**config.mk**
```make
export PLATFORM = sky130hd
export DESIGN_NAME = dcache_mem_arbiter
export DESIGN_NICKNAME = d
export VERILOG_FILES = /design/src/rtl/dcache_pkg.sv /design/src/rtl/rr_priority_picker.sv /design/src/rtl/dcache_mem_arbiter.sv
export SDC_FILE = /design/constraint.sdc
export NUM_CORES = 1
export LEC_CHECK = 0
export ABC_CLOCK_PERIOD_IN_PS = 12200
export CAP_MARGIN = 20
export CORE_MARGIN = 3
export CORE_UTILIZATION = 40
export CTS_CLUSTER_DIAMETER = 60
export DETAILED_ROUTE_END_ITERATION = 7
export GPL_ROUTABILITY_DRIVEN = 0
export PLACE_DENSITY = 0.87
export SLEW_MARGIN = 25
export SYNTH_ARGS = -nofsm -noshare
export SYNTH_HDL_FRONTEND = slang
export SYNTH_SLANG_ARGS = --single-unit
```
**constraint.sdc**
```tcl
create_clock -name clk -period 12.2 [get_ports clk]
set_clock_uncertainty 0.05 [all_clocks]
set_input_delay 1.22 -clock clk [delete_from_list [all_inputs] [get_ports clk]]
set_output_delay 1.22 -clock clk [all_outputs]
set_load 0.03 [all_outputs]
```
**src/rtl/dcache_pkg.sv**
```systemverilog
// dcache_pkg: shared types and constants for the dcache memory-channel arbiter
package dcache_pkg;
  localparam int NUM_CONSUMERS_DEFAULT = 8;
  localparam int GRANT_BITS = $clog2(NUM_CONSUMERS_DEFAULT);
  typedef enum logic [1:0] {IDLE, ISSUE, RESPOND, CLEAR} arb_state_t;
  typedef enum logic {OP_READ, OP_WRITE} mem_op_t;
endpackage

```
**src/rtl/rr_priority_picker.sv**
```systemverilog
// rr_priority_picker: finds the first set request at or after ptr, wrapping
//   req   in  N  request vector
//   ptr   in  W  starting position of the scan
//   found out 1  any request set
//   index out W  winning position
module rr_priority_picker
  import dcache_pkg::*;
#(
  parameter int N = NUM_CONSUMERS_DEFAULT,
  parameter int W = GRANT_BITS
) (
  input  logic [N-1:0] req,
  input  logic [W-1:0] ptr,
  output logic         found,
  output logic [W-1:0] index
);
  logic [N-1:0] rot;
  int sum;
  // Rotating the request vector puts ptr at bit 0, so the lowest set bit of
  // rot is the winner; scanning downward lets the lowest offset overwrite.
  always_comb begin
    rot = N'({req, req} >> ptr);
    found = 1'b0;
    index = '0;
    sum = 0;
    for (int i = N - 1; i >= 0; i--) begin
      if (rot[i]) begin
        sum = int'(ptr) + i;
        found = 1'b1;
        index = W'(sum >= N ? sum - N : sum);
      end
    end
  end
endmodule

```
**src/rtl/dcache_mem_arbiter.sv**
```systemverilog
// dcache_mem_arbiter: round-robin share of one memory channel among dcache ports
//   clk, reset (async, active-low)
//   req_read_*  : per-port fill requests; ready pulses one cycle with data
//   req_write_* : per-port writeback requests; ready pulses one cycle
//   mem_read_*  : controller read channel (valid held until ready)
//   mem_write_* : controller write channel (valid held until ready)
module dcache_mem_arbiter
  import dcache_pkg::*;
#(
  parameter int ADDR_BITS     = 8,
  parameter int DATA_BITS     = 8,
  parameter int NUM_CONSUMERS = NUM_CONSUMERS_DEFAULT
) (
  input  logic                                 clk,
  input  logic                                 reset,
  input  logic [NUM_CONSUMERS-1:0]             req_read_valid,
  input  logic [NUM_CONSUMERS*ADDR_BITS-1:0]   req_read_address,
  output logic [NUM_CONSUMERS-1:0]             req_read_ready,
  output logic [NUM_CONSUMERS*DATA_BITS-1:0]   req_read_data,
  input  logic [NUM_CONSUMERS-1:0]             req_write_valid,
  input  logic [NUM_CONSUMERS*ADDR_BITS-1:0]   req_write_address,
  input  logic [NUM_CONSUMERS*DATA_BITS-1:0]   req_write_data,
  output logic [NUM_CONSUMERS-1:0]             req_write_ready,
  output logic                                 mem_read_valid,
  output logic [ADDR_BITS-1:0]                 mem_read_address,
  input  logic                                 mem_read_ready,
  input  logic [DATA_BITS-1:0]                 mem_read_data,
  output logic                                 mem_write_valid,
  output logic [ADDR_BITS-1:0]                 mem_write_address,
  output logic [DATA_BITS-1:0]                 mem_write_data,
  input  logic                                 mem_write_ready
);
  localparam int GW = $clog2(NUM_CONSUMERS);
  arb_state_t state_q, state_d;
  mem_op_t op_q, op_d;
  logic [GW-1:0] grant_q, grant_d, rr_q, rr_d, pick;
  logic found, pick_write, mem_done, grant_valid;
  logic [ADDR_BITS-1:0] addr_q, addr_d;
  logic [DATA_BITS-1:0] wdata_q, wdata_d;
  logic mem_rv_q, mem_rv_d, mem_wv_q, mem_wv_d;
  logic [NUM_CONSUMERS-1:0] rd_ready_q, rd_ready_d, wr_ready_q, wr_ready_d;
  logic [NUM_CONSUMERS*DATA_BITS-1:0] rd_data_q, rd_data_d;

  rr_priority_picker #(.N(NUM_CONSUMERS), .W(GW)) u_pick (
    .req   (req_read_valid | req_write_valid),
    .ptr   (rr_q),
    .found (found),
    .index (pick)
  );

  assign pick_write  = req_write_valid[pick];
  assign mem_done    = op_q == OP_WRITE ? mem_write_ready : mem_read_ready;
  assign grant_valid = op_q == OP_WRITE ? req_write_valid[grant_q] : req_read_valid[grant_q];

  always_comb begin
    state_d = state_q;
    op_d = op_q;
    grant_d = grant_q;
    rr_d = rr_q;
    addr_d = addr_q;
    wdata_d = wdata_q;
    mem_rv_d = mem_rv_q;
    mem_wv_d = mem_wv_q;
    rd_ready_d = '0;
    wr_ready_d = '0;
    rd_data_d = rd_data_q;
    case (state_q)
      IDLE: if (found) begin
        // Writeback beats fill within a port so the victim drains first.
        grant_d = pick;
        op_d = pick_write ? OP_WRITE : OP_READ;
        addr_d = pick_write ? req_write_address[int'(pick)*ADDR_BITS +: ADDR_BITS]
                            : req_read_address[int'(pick)*ADDR_BITS +: ADDR_BITS];
        wdata_d = req_write_data[int'(pick)*DATA_BITS +: DATA_BITS];
        mem_wv_d = pick_write;
        mem_rv_d = !pick_write;
        state_d = ISSUE;
      end
      ISSUE: if (mem_done) begin
        mem_rv_d = 1'b0;
        mem_wv_d = 1'b0;
        if (op_q == OP_READ) rd_data_d[int'(grant_q)*DATA_BITS +: DATA_BITS] = mem_read_data;
        rd_ready_d[grant_q] = op_q == OP_READ;
        wr_ready_d[grant_q] = op_q == OP_WRITE;
        state_d = RESPOND;
      end
      RESPOND: begin
        rr_d = grant_q == GW'(NUM_CONSUMERS - 1) ? '0 : grant_q + 1'b1;
        state_d = CLEAR;
      end
      default: state_d = grant_valid ? CLEAR : IDLE;
    endcase
  end

  always_ff @(posedge clk or negedge reset) begin
    if (!reset) begin
      state_q <= IDLE;
      op_q <= OP_READ;
      grant_q <= '0;
      rr_q <= '0;
      addr_q <= '0;
      wdata_q <= '0;
      mem_rv_q <= 1'b0;
      mem_wv_q <= 1'b0;
      rd_ready_q <= '0;
      wr_ready_q <= '0;
      rd_data_q <= '0;
    end else begin
      state_q <= state_d;
      op_q <= op_d;
      grant_q <= grant_d;
      rr_q <= rr_d;
      addr_q <= addr_d;
      wdata_q <= wdata_d;
      mem_rv_q <= mem_rv_d;
      mem_wv_q <= mem_wv_d;
      rd_ready_q <= rd_ready_d;
      wr_ready_q <= wr_ready_d;
      rd_data_q <= rd_data_d;
    end
  end

  assign req_read_ready    = rd_ready_q;
  assign req_write_ready   = wr_ready_q;
  assign req_read_data     = rd_data_q;
  assign mem_read_valid    = mem_rv_q;
  assign mem_write_valid   = mem_wv_q;
  assign mem_read_address  = addr_q;
  assign mem_write_address = addr_q;
  assign mem_write_data    = wdata_q;
endmodule

```
* After elaboration in Yosys (flattened, before gate mapping)
Cells that the tools add are included.
** Word-level totals
- Output and inout port bits :: 106
- Input port bits :: 220
- Word-level logic and storage cells :: 113
- Register bits after elaboration :: 107
** Operators by class
- Multiplexer cells :: 51
- Reductions and logical operators :: 8
- Order comparisons :: 11
- Shift-type cells :: 6
- Bitwise operators :: 4
- $add $sub $neg :: 17
- Equal/unequal tests :: 5
** Operators by type and width (count)
- 64-bit by 7-bit indexed part select with 8-bit output :: 3
- 64-bit bitwise mux :: 1
- 8-bit by 33-bit variable shift with 64-bit output (first input constant) :: 1
- 8-bit by 33-bit indexed part select with 64-bit output :: 1
- 3-bit 2-to-1 mux :: 17
- 8-bit 2-to-1 mux :: 5
- 6-bit negator with 33-bit output :: 1
- 4-bit >= comparator (second input constant) :: 7
- 3-bit by 1-bit subtractor with 3-bit output (second input constant) :: 8
- 1-bit 2-to-1 mux :: 18
- 3-bit by 3-bit adder with 4-bit output (second input constant) :: 4
- 8-bit bitwise AND :: 2
- 16-bit by 3-bit >> shifter with 8-bit output :: 1
- 1-bit binary-select mux with 3-bit select :: 3
- 3-bit by 2-bit adder with 4-bit output (second input constant) :: 2
- 3-bit by 4-bit less-than comparator with 1-bit output (second input constant) :: 2
- 8-bit OR :: 1
- 2-bit 2-to-1 mux :: 3
- 2-bit one-hot mux with 3 select lines :: 1
- 3-bit AND reduction :: 2
- 3-bit by 1-bit adder with 4-bit output (second input constant) :: 1
- 3-bit by 4-bit >= comparator with 1-bit output (second input constant) :: 1
- 2-bit inequality test (second input constant) :: 2
- 1-bit one-hot mux with 2 select lines :: 2
- 12 further kinds :: 13

* Logic depth before layout (Yosys ltp)
- Depth in word-level cells :: 16
- Depth in mapped cells :: 17
- Mapped depth without buffers :: 12

* Cells and area by module
Synthesis repeated with hierarchy kept, for this count alone.
** Second synthesis, totals
- Cell total of the unflattened synthesis :: 595
- Area, all modules :: 6921.6 um^2
** By module, submodules not included
- dcache_mem_arbiter :: instances 1, cells each 486, area each 6049.6 um^2
- rr_priority_picker :: instances 1, cells each 109, area each 872.1 um^2

* Worst setup path after synthesis
OpenSTA, ideal clock, no wires.
- Kind :: input-to-reg
- Start :: input req_write_valid[1]
- End :: register addr_q[4] (netlist: mem_read_address[4])
- Path slack :: 7.701 ns
- Buffers on the path :: 2
- Arrival time :: 4.323 ns
- Stages on the path :: 14
- Path through :: nor2_1 > mux4_2 > and2_1 > nor2_1 > or4_1 > a311o_1 > nand4_1 > and2_1 > buf_2 > mux2i_4 > buf_2 > mux2i_1 > nand2_1 > a221o_1
** On the way
- Cells in the longest elaborated chain, start to end :: 13
** Ends and longest elaborated chain
- from (decl) :: line dcache_mem_arbiter.sv:20 : input logic [NUM_CONSUMERS-1:0] req_write_valid,
- branches (longest 13 deep; another with 64-bit by 7-bit indexed part select with 8-bit output)
- to (signal assigned) :: line dcache_mem_arbiter.sv:113 : addr_q <= addr_d;
- to (decl) :: line dcache_mem_arbiter.sv:38 : logic [ADDR_BITS-1:0] addr_q, addr_d;
Several ways; the timed one is not identified. The select of a mux whose other input is x is not followed.
A chain may end at the register's enable or synchronous reset.

* Worst setup path in the final report
- Start :: input req_write_valid[1]
- End :: register addr_q[7] (netlist: mem_read_address[7])
The elaborated chain is that of the path after synthesis.

==> summary.md <==
| Metric | Value |
|---|---|
| Status | complete, no violations |
| Post-CTS Setup Inserts | 0 |
| H-tree levels | 3 |
| LEAKAGE | 4.43 nW |
| CTS buffer count | 9 |
| Die height | 140 µm |
| CP endpoint kind | flop |
| Placed cells | 1260 |
| Die area | 0.0196 mm² |
| Die X-Extent | 140 µm |
| Top Ports | 326 |
| EDFF count, synth | 0 |
| Post-CTS sizing | 0 |
| Worst Path Max Fanout | 23 |
| Syn Area/Cell | 9.57 µm² |
| Switching pwr | 0.00138 W |
| Worst Tran Pin Value | 0.926 ns |
| Synth warn | 0 |
| Pins Over Slew Limit | 0 |
| DP HPWL | 21000 µm |
| CTS root buf | clkbuf_16 |
| Gr usage total | 26.2% |
| Drt wl/cell | 20.9 µm |
| Layout cells sized above 1 | 9.99% |
| Total number of vias | 7350 |
| Syn Nets | 985 |
| FFs w/ async S/R, synth | 100% |
| Seq cells post-synth | 107 |
| Buffers added on ports | 325 |
| Synth Area in Adders | 2.26% |
| Synth Area in Simple Gates | 15.8% |
| Clock share of power | 11.9% |
| IR drop worst, VDD | 0.181 mV |
| Post-synthesis xor/xnor area fraction | 0.122% |
| Seq pwr share | 19.2% |
| Clock sink count | 107 |
| Main area contributors after synthesis | dfrtp_1, mux2i_1, mux4_2 |
| CP required | 12.37 ns |
| DR pass1 iterations | 5 |
| Bufs on Longest Clock Path | 2 |
| Row count | 48 |
| Net Sw Frac | 47.2% |
| Final nets | 1279 |
| Seq/Total Area, Yosys | 37.2% |
| Post-synthesis cell count | 752 |
| Hold_buf cts | 0 |
| 1st-iter DRT viols | 452 |
| CTS tree | built |
| Cell-internal power | 0.00154 W |
| DP Worst Slack | 5.70 ns |
| Unrepaired setup endpoints after global routing | false |
| Min Clock Period, post-route | 5.81 ns |
| Final Hold Viols | 0 |
| Multi-input gate area | 0.00422 mm² |
| Sequential cell area | 0.00268 mm² |
| PD cells | 268 mW/mm² |
| Finished Layout Cells | 1280 |
| Type of origin of the critical path | input port |
| HP Class | reg -> reg |
| Mux share of post-synthesis cell area | 23.0% |
| Setup-failing EPs final | 0 |
| Filler cells | 1404 |
| Compound-Gate Fraction of Synth Area | 17.2% |
| Final worst slack | 6.39 ns |
| Remaining global-route overflow | 0 |
| Combinational Power Share | 68.9% |
| Crit path kind | in -> reg |
| Post-Syn Area | 0.00720 mm² |
| Hold Slack | 0.435 ns |
| WL final | 26800 µm |
| Fmax | 0.172 GHz |
| Vias in the first global route | 7305 |
| DRT antenna net count | 0 |
| Maximum capacitance violations | 0 |
| Avg Vias per Cell | 5.74 |
| Top FF cell, synth | dfrtp_1 |
| Rel. slew slack | 38.3% |
| Global-route wire length before repair | 40600 µm |
| Synth area leader | dfrtp_1 |
| Yosys cell types | 67 |
| CTS clock-pin slew for the worst setup and hold paths | 0.07 ns |
| Post-synth top area share | 37.2% |
| Worst skew pair latency | 0.35 ns |
| CP arrival | 5.98 ns |
| Tcrit/Tclk final | 47.6% |
| CORE AREA | 0.0175 mm² |
| Largest family of logic cells by synthesized area | multiplexers |
| TNS Setup | 0 ns |
| Initial antenna violation count | 4 |
| Synth-to-layout area growth | 51.5% |
| Starting Density | 41.2% |
| Remaining DRCs | 0 |
| Top cells by instance count after synthesis | nand2_1, dfrtp_1, o21ai_0 |
| Pin count of the biggest net entering global routing | 78 |
| Count leader, synth | nand2_1 |
-- routing by layer --
metal	track usage (%)	routed length (µm)
met2	44.9	13400
met3	5.22	2220
met4	10.5	915
met1	32.6	10200
met5	0	0
-- logic make-up (layout without fill, tap and decap cells) --
kind of cell / after synthesis / after routing
AND/OR/NAND/NOR: 257 / 257
AO/OA/AOI/OAI: 188 / 188
multiplexers: 125 / 125
flip-flops: 107 / 107
buffers and inverters: 61 / 360
adder cells (fa/ha/maj): 13 / 13
XOR/XNOR: 1 / 1
other: 0 / 4
-- per-stage QoR --
| step | utilization, % | area [µm²] | power, W |
|---|---|---|---|
| final | 62.4 | 10900 | 0.00292 |
| after global routing | 62.4 | 10900 | 0.00310 |
| after CTS | 62.3 | 10900 | 0.00291 |
| after detailed placement | 60.2 | 10500 | 0.00256 |
| after global placement | 60.1 | 10500 | 0.00250 |
| after floorplan | - | 7200 | 0.00202 |
-- layout by cell type, fill, tap and decap left out, types with 8 or more instances in the layout --
| master | instances |
|---|---|
| mux2_2 | 30 |
| clkdlybuf4s50_1 | 324 |
| a22o_1 | 9 |
| ha_1 | 13 |
| mux4_2 | 25 |
| a21oi_1 | 18 |
| o22ai_1 | 12 |
| a211oi_1 | 22 |
| clkbuf_16 | 9 |
| mux2_1 | 8 |
| o21ai_0 | 85 |
| nor2_1 | 61 |
| nand2_1 | 136 |
| a221o_1 | 8 |
| dfrtp_1 | 107 |
| mux2i_1 | 58 |
| nor3_1 | 9 |
| inv_1 | 9 |
-- path summary, 6_finish.rpt --
check	cells past startpoint	start	to	slack, ns
max	14	req_write_valid[1]	mem_read_address[7]	6.39
min	2	req_read_data[37]	req_read_data[37]	0.43
max reg2reg	13	rr_q[2]	mem_read_address[7]	6.85
min reg2reg	2	req_read_data[37]	req_read_data[37]	0.43
max in group asynchronous	2	reset	req_read_data[8]	10.34
min in group asynchronous	1	reset	req_read_data[29]	0.74
-- state kept, by name (all words and copies together), names as in the netlist --
register          cells
grant_q               3
op_q                  1
req_write_ready       8
mem_read_address      8
req_read_data        64
req_read_ready        8
state_q               2
mem_write_valid       1
mem_write_data        8
mem_read_valid        1
rr_q                  3
-- power by group through the flow --
stage          clock [W]  sequential (W)  combinational (W)
2_1_floorplan          0        0.000670            0.00135
3_3_place_gp           0        0.000561            0.00194
3_5_place_dp           0        0.000564            0.00199
4_1_cts         0.000353        0.000560            0.00200
5_1_grt         0.000367        0.000575            0.00215
6_report        0.000348        0.000561            0.00201
-- critical path: stages --
cell	delay, ns
clkdlybuf4s50_1	0.54
nor2_1	0.34
mux4_2	0.30
and2_1	0.17
nor2_1	0.09
or4_1	0.47
a311o_1	0.37
nand4_1	0.10
and2_2	0.55
mux2i_4	0.54
buf_4	0.38
mux2_2	0.39
a2111oi_2	0.39
a311oi_2	0.08
-- cell type report --
type / count / share of cell area [%]
multi-input combinational: 584 / 38.7
timing repair buffer: 333 / 30.4
clock buffer: 9 / 2.06
sequential: 107 / 24.5
tap: 225 / 2.58
antenna: 4 / 0.0918
inverter: 11 / 0.402
clock inverter: 7 / 1.22
Note: power is estimated with default switching activity, not from simulation.
